File: config.mk
export PLATFORM = sky130hd
export DESIGN_NAME = mpss_mailbox
export DESIGN_NICKNAME = d
export VERILOG_FILES = /design/src/rtl/mpss_mailbox_pkg.sv /design/src/rtl/mpss_mailbox_fifo.sv /design/src/rtl/mpss_mailbox.sv
export SDC_FILE = /design/constraint.sdc
export NUM_CORES = 1
export LEC_CHECK = 0
export CORE_ASPECT_RATIO = 1.75
export CORE_MARGIN = 8
export CORE_UTILIZATION = 40
export CTS_BUF_LIST = sky130_fd_sc_hd__clkbuf_8
export DETAILED_ROUTE_END_ITERATION = 8
export GPL_TIMING_DRIVEN = 0
export PLACE_DENSITY = 0.65
export SKIP_LAST_GASP = 1
export SLEW_MARGIN = 40
export SYNTH_ARGS = -nofsm -noshare
export SYNTH_HDL_FRONTEND = slang
export SYNTH_SLANG_ARGS = --single-unit
File: constraint.sdc
create_clock -name clk_i -period 15.85 [get_ports clk_i]
set_clock_uncertainty 0.15 [all_clocks]
set_input_delay 3.17 -clock clk_i [delete_from_list [all_inputs] [get_ports clk_i]]
set_output_delay 3.17 -clock clk_i [all_outputs]
set_load 0.02 [all_outputs]
File: src/rtl/mpss_mailbox_pkg.sv
// Shared definitions for the mpss mailbox: register offsets, STATUS/CTRL bit
// positions and the STATUS word packing helper.
package mpss_mailbox_pkg;

  typedef enum logic [1:0] {
    REG_DATA   = 2'd0,
    REG_STATUS = 2'd1,
    REG_CTRL   = 2'd2,
    REG_PEEK   = 2'd3
  } reg_sel_e;

  localparam int BUS_W          = 32;
  localparam int STAT_FULL_BIT  = 8;
  localparam int STAT_EMPTY_BIT = 9;
  localparam int STAT_OVF_BIT   = 16;
  localparam int STAT_UNF_BIT   = 17;
  localparam int CTRL_FLUSH_BIT = 0;
  localparam int CTRL_CLR_BIT   = 1;

  function automatic logic [BUS_W-1:0] status_word(input logic [BUS_W-1:0] cnt,
                                                   input logic full,
                                                   input logic empty,
                                                   input logic ovf,
                                                   input logic unf);
    logic [BUS_W-1:0] w;
    w                 = cnt;
    w[STAT_FULL_BIT]  = full;
    w[STAT_EMPTY_BIT] = empty;
    w[STAT_OVF_BIT]   = ovf;
    w[STAT_UNF_BIT]   = unf;
    return w;
  endfunction

endpackage

File: src/rtl/mpss_mailbox_fifo.sv
// Flop-array FIFO with occupancy count; push and pop are never issued in the
// same cycle by the bus decoder, flush clears pointers and count.
module mpss_mailbox_fifo
  import mpss_mailbox_pkg::*;
#(
  parameter int DEPTH  = 8,
  parameter int CNT_W  = $clog2(DEPTH + 1),
  parameter int DATA_W = BUS_W
) (
  input  logic              clk_i,
  input  logic              rst_i,
  input  logic              push,
  input  logic              pop,
  input  logic              flush,
  input  logic [DATA_W-1:0] wdata,
  output logic [DATA_W-1:0] head,
  output logic [CNT_W-1:0]  count,
  output logic              full,
  output logic              empty
);

  localparam int PTR_W = $clog2(DEPTH);

  logic [DATA_W-1:0] mem [DEPTH];
  logic [PTR_W-1:0]  wr_ptr;
  logic [PTR_W-1:0]  rd_ptr;

  always_ff @(posedge clk_i) begin
    if (!rst_i) begin
      wr_ptr <= '0;
      rd_ptr <= '0;
      count  <= '0;
    end else if (flush) begin
      wr_ptr <= '0;
      rd_ptr <= '0;
      count  <= '0;
    end else if (push) begin
      wr_ptr <= wr_ptr + PTR_W'(1);
      count  <= count + CNT_W'(1);
    end else if (pop) begin
      rd_ptr <= rd_ptr + PTR_W'(1);
      count  <= count - CNT_W'(1);
    end
  end

  // Storage carries no reset; only pointers and count define validity.
  always_ff @(posedge clk_i) begin
    if (push) mem[wr_ptr] <= wdata;
  end

  assign head  = mem[rd_ptr];
  assign full  = (count == CNT_W'(DEPTH));
  assign empty = (count == '0);

endmodule

File: src/rtl/mpss_mailbox.sv
// Inter-tile mailbox on an xbar slave port: bus decode, one-cycle read
// response, sticky overflow/underflow flags and a level not-empty interrupt.
module mpss_mailbox
  import mpss_mailbox_pkg::*;
#(
  parameter int DEPTH = 8,
  parameter int CNT_W = $clog2(DEPTH + 1)
) (
  input  logic             clk_i,
  input  logic             rst_i,
  input  logic             bus_req,
  input  logic             bus_we,
  input  logic [31:0]      bus_addr,
  input  logic [3:0]       bus_be,
  input  logic [31:0]      bus_wdata,
  output logic             bus_ack,
  output logic             bus_resp,
  output logic [31:0]      bus_rdata,
  output logic             irq_o,
  output logic [CNT_W-1:0] count_o
);

  reg_sel_e          sel;
  logic              acc_wr, acc_rd;
  logic              push, pop, flush, clr_flags;
  logic              full, empty;
  logic              ovf, unf;
  logic [BUS_W-1:0]  head;
  logic [CNT_W-1:0]  count;
  logic [BUS_W-1:0]  rd_data;

  assign sel       = reg_sel_e'(bus_addr[3:2]);
  assign acc_wr    = bus_req & bus_we;
  assign acc_rd    = bus_req & ~bus_we;
  assign push      = acc_wr & (sel == REG_DATA) & ~full;
  assign pop       = acc_rd & (sel == REG_DATA) & ~empty;
  assign flush     = acc_wr & (sel == REG_CTRL) & bus_be[0] & bus_wdata[CTRL_FLUSH_BIT];
  assign clr_flags = acc_wr & (sel == REG_CTRL) & bus_be[0] & bus_wdata[CTRL_CLR_BIT];

  mpss_mailbox_fifo #(
    .DEPTH  (DEPTH),
    .CNT_W  (CNT_W),
    .DATA_W (BUS_W)
  ) u_fifo (
    .clk_i (clk_i),
    .rst_i (rst_i),
    .push  (push),
    .pop   (pop),
    .flush (flush),
    .wdata (bus_wdata),
    .head  (head),
    .count (count),
    .full  (full),
    .empty (empty)
  );

  // Read mux sees pre-edge state, so a pop returns the old head.
  always_comb begin
    rd_data = '0;
    case (sel)
      REG_DATA:   rd_data = empty ? '0 : head;
      REG_STATUS: rd_data = status_word(BUS_W'(count), full, empty, ovf, unf);
      REG_PEEK:   rd_data = empty ? '0 : head;
      default:    rd_data = '0;
    endcase
  end

  always_ff @(posedge clk_i) begin
    if (!rst_i) begin
      bus_resp  <= 1'b0;
      bus_rdata <= '0;
    end else begin
      bus_resp  <= acc_rd;
      bus_rdata <= acc_rd ? rd_data : '0;
    end
  end

  always_ff @(posedge clk_i) begin
    if (!rst_i) begin
      ovf <= 1'b0;
      unf <= 1'b0;
    end else if (clr_flags) begin
      ovf <= 1'b0;
      unf <= 1'b0;
    end else begin
      if (acc_wr && sel == REG_DATA && full)  ovf <= 1'b1;
      if (acc_rd && sel == REG_DATA && empty) unf <= 1'b1;
    end
  end

  assign bus_ack = bus_req;
  assign irq_o   = ~empty;
  assign count_o = count;

  logic unused_bus_bits;
  assign unused_bus_bits = ^{bus_addr[31:4], bus_addr[1:0], bus_be[3:1]};

endmodule

Yosys cells after proc, flatten, opt, wreduce, memory -nomap -nowiden
Memory sizes are Yosys's and may differ from the RTL's. A register that Yosys moved wholly into a read port is not among the register bits.
Index checks and enable logic that the tools add are counted.
- input port bits: 72
- output and inout port bits: 39
- flip-flop bits (word level): 45
- memory bits (writable): 256
- memories kept: 1
- add/subtract/negate cells: 4
- equal/unequal tests: 4
- bitwise gates (word level): 15
- multiplexer cells: 8
- reductions and logical operators: 12
- memories (name ; words ; width ; rd ports ; clocked after Yosys merged registers in ; wr ports ; line ; text):
    u_fifo.mem ; 8 ; 32 ; 1 ; 1 ; 1 ; mpss_mailbox_fifo.sv:24 ; logic [DATA_W-1:0] mem [DEPTH];
- operator list (operator ; number):
    $pmux W32 S2 ; 1
    $mux W32 ; 1
    $and A1 B1 Y1 ; 10
    $mux W4 ; 2
    $add A3 B1 Y3 const B ; 2
    $mux W3 ; 2
    $reduce_or A2 Y1 ; 3
    $not A1 Y1 ; 5
    $add A4 B1 Y4 const B ; 1
    $eq A2 B2 Y1 const B ; 2
    $eq A4 B4 Y1 const B ; 1
    $logic_and A1 B1 Y1 ; 4
    $logic_not A4 Y1 ; 1
    $reduce_and A2 Y1 ; 2
    $sub A4 B1 Y4 const B ; 1
    $eq A2 B1 Y1 const B ; 1
    $logic_not A2 Y1 ; 1
    $mux W1 ; 2
    $reduce_bool A2 Y1 ; 1

Longest topological paths before layout
- depth in word-level cells: 7
- mapped depth: 10
- depth with buffers taken out: 10

By module
A second synthesis with hierarchy kept.
- cell total of the unflattened synthesis: 557
- area total of the unflattened synthesis: 11847.6 um2
- by module, submodules not included (module ; area each (um2) ; times used ; cells an instance ; seq. area each (um2)):
    mpss_mailbox_fifo ; 10407.5 ; 1 ; 443 ; 7947.6
    mpss_mailbox ; 1440.1 ; 1 ; 114 ; 700.7

Worst setup path after synthesis
OpenSTA, ideal clock, no wires.
- path kind: input to register
- from: input bus_addr[2]
- to: memory u_fifo.mem[0][0] in the netlist's numbering, enable pin
- data arrival time: 6.946 ns
- buffers on the path: 0
- cell stages on the path: 6
- setup time: 0.501 ns
- setup slack: 8.253 ns
- path through: inv_1 -> ha_1 -> nand3_1 -> nor2_4 -> inv_1 -> nor4_1
- cells in the longest elaborated chain, start to end: 5
- RTL lines (item ; line ; text):
    start: declaration ; mpss_mailbox.sv:13 ; input logic [31:0] bus_addr,
    $logic_not A2 Y1 ; mpss_mailbox.sv:35 ; assign push = acc_wr & (sel == REG_DATA) & ~full;
    $and A1 B1 Y1 (2 in a row) ; mpss_mailbox.sv:35 ;
    $mux W1 ; mpss_mailbox_fifo.sv:48 ; if (push) mem[wr_ptr] <= wdata;
    $mux W1 (implied by the code) ; mpss_mailbox_fifo.sv:48 ;
    end: declaration ; mpss_mailbox_fifo.sv:24 ;
Every way passes these cells.

Worst setup path after layout
- from: input bus_req
- to: output bus_ack
- RTL lines (item ; line ; text):
    start: declaration ; mpss_mailbox.sv:11 ; input logic bus_req,
    end: declaration ; mpss_mailbox.sv:16 ; output logic bus_ack,
No word-level cell between the ends.

==> results by group <==
Global routing
  • Largest net degree at the start of global routing: 17
  • Most used routing layer: met2
  • Global-route wire length before repair: 35.86 mm
  • Met2 Use GR: 26.63%
  • Vias in the first global route: 6310
  • GRT overflow: 0
  • Met3 GRT Util: 2.602%
  • All-Layer GR Usage: 14.12%
  • Initial antenna violation count: 4
  • Met1 GRT Util: 14.45%

Route
  • Vias per std cell: about 5
  • Drt wl/cell: roughly 21 µm
  • DR pass1 iterations: 4
  • DR iter-0 viols: 300
  • Drt total wl: 23.54 mm
  • DR vias: 5646
  • DRC: 0
  • Detail Route Antenna Nets: 0

Yosys
  • Most frequent cell after synthesis: edfxtp_1
  • Post-synth ARST share: 0%
  • Synth top area share: around two thirds
  • Mapped Area: 0.01131 mm²
  • Largest cells by area after synthesis: edfxtp_1 (68%), mux4_2 (11%), dfxtp_1 (8.5%)
  • Post-synth top cells: edfxtp_1 (256), mux4_2 (56), dfxtp_1 (48)
  • Post-synth EDFFs: 256
  • Top_reg_cell synth: edfxtp_1
  • Mean post-synth cell area: 20.12 µm²
  • Library cells used by synthesis: 40
  • Post-synth top area cell: edfxtp_1
  • Register area share after synthesis: 76.49%
  • Yosys warnings: 0
  • Post-Synthesis Cells: around 560
  • FF+latch count, synth: between 300 and 400
  • Synthesized Nets: 642

Die
  • Die W: 143.1 µm
  • Core area: 0.02787 mm²
  • Die Height: 238.4 µm
  • Site Rows: 81
  • Initial core utilization: 40.57%
  • IO Count: 111
  • Die area: 0.03412 mm²

Layout
  • Nets: 801
  • Layout area overhead: 21.49%
  • Non-filler instance count after layout: approximately 1100
  • Ratio of cells with drive above 1 in the final layout: 24.27%

STA
  • Sum Neg Setup Slack: 0 ns
  • Slew HR: 50.96%
  • Final hold violations: 0
  • Slew Viols, Final: 0
  • Final setup violation count: 0
  • Hold WS: 0.3380 ns
  • Unrepaired setup endpoints after global routing: false
  • Minimum clock period: about 8 ns
  • Worst Tran Pin Value: 0.7357 ns
  • Fmax: 128.1 MHz
  • Fin crit share: 49.24%

Pwr
  • Leakage: 4.408 nW
  • PD cells: between 100 and 150 mW/mm²
  • Tot Pwr: about 1.5 mW
  • VDD IR-drop max: between 40 and 50 µV

Clocking
  • Clock tree buffer depth: 3
  • CTS Buf Count: 42
  • Post-CTS Resized: 0
  • Clk sink count: roughly 300
  • Number of H-tree levels: 2
  • CTS Hold Buffers Added: 0
  • CTS tree: built
  • Worst-path clk slew: 0.06 ns
  • Root buffer cell: clkbuf_8
  • Clock Latency Late Sink: 0.54 ns
  • Post-CTS Setup Bufs: 0

Place
  • GPL Wtd Cong: 0.7297
  • Placed cells: 1050
  • IO Port Bufs: 77
  • Hpwl dp: 16.45 mm

Setup path
  • Worst path arrival time: 4.49 ns
  • Worst-path fanout max: 7
  • Worst setup EP type: primary output
  • CP startpoint kind: primary input
  • Critical Path RT: 12.53 ns
  • WS Path Type: in -> out

Outcome
  • Status: finished, final reports clean

Min path
  • Hold Path Class: reg -> reg

Run
  • Max Cap Violations: 0
where the power goes:
part | leakage, nW | switching (mW) | internal, mW
clock | 0.475 | 0.279 | 0.290
combinational | 1.24 | 0.0246 | 0.0214
sequential | 2.69 | 0.00249 | 0.869
layout by cell type, fill, tap and decap left out, types with 2 or more instances in the layout:
cell type / n
buf_8: 3
nor2_1: 35
edfxtp_1: 256
o211ai_1: 8
nor3_2: 4
nor2_2: 2
mux2i_1: 42
o21ai_0: 3
ha_1: 7
clkinvlp_4: 2
diode_2: 3
dfxtp_1: 48
buf_2: 25
clkbuf_8: 47
a21oi_1: 12
clkinv_2: 6
buf_1: 3
clkbuf_2: 2
nand3_1: 3
mux4_2: 56
buf_16: 3
nand2b_1: 2
clkdlybuf4s50_1: 77
clkinv_1: 3
nand3b_1: 2
buf_6: 7
a22oi_1: 8
nor2_4: 4
inv_1: 25
clkbuf_1: 6
xnor2_1: 5
nand2_1: 14
buf_4: 15
layout make-up:
cell class,instances,area (µm²)
fill,2272,14130
clock buffer,47,646.9
timing repair buffer,115,1099
buffer,26,160.2
antenna,3,7.507
inverter,8,30.03
sequential,304,8648
multi-input combinational,224,2520
clock inverter,30,158.9
tap,373,466.7
state kept, by name, indices dropped and copies added (netlist names), named ones only:
signal and flops:
bus_rdata 32, bus_resp 1, unf 1, u_fifo.count 4
u_fifo.rd_ptr 3, u_fifo.wr_ptr 3, u_fifo.mem 256, ovf 1
critical path, cell delays in order:
cell and delay [ns]:
clkdlybuf4s50_1 0.58, buf_4 0.14, clkdlybuf4s50_1 0.59
path summary, 6_finish.rpt:
path | end | depth (start not counted) | startpoint | slack, ns
max | bus_ack | 3 | bus_req | 8.04
min | unf | 2 | unf | 0.34
max reg2reg | u_fifo.mem[0][13] | 10 | u_fifo.count[0] | 12.49
min reg2reg | unf | 2 | unf | 0.34
metal layers:
layer,up-vias,share of wire [%]
li1,2563,-
met1,2884,36
met2,147,56
met3,52,4.9
met4,0,3.2
met5,-,0
metrics by stage:
stage	setup WS [ns]	instance area (µm²)	util [%]
after floorplan	8.253	11310	-
after global placement	4.571	12540	45.01
after detailed placement	8.043	12920	46.37
after CTS	8.043	13730	49.26
after global routing	7.993	13740	49.29
final	8.045	13740	49.29
cell families after synthesis:
group | Yosys count | share of synthesized area [%]
XOR/XNOR | 6 | 0.4648
buffers and inverters | 34 | 1.660
AND/OR/NAND/NOR | 77 | 3.486
multiplexers | 99 | 14.97
adder cells (fa/ha/maj) | 8 | 0.9516
flip-flops | 304 | 76.49
AO/OA/AOI/OAI | 34 | 1.981
Note: power is estimated with default switching activity, not from simulation.
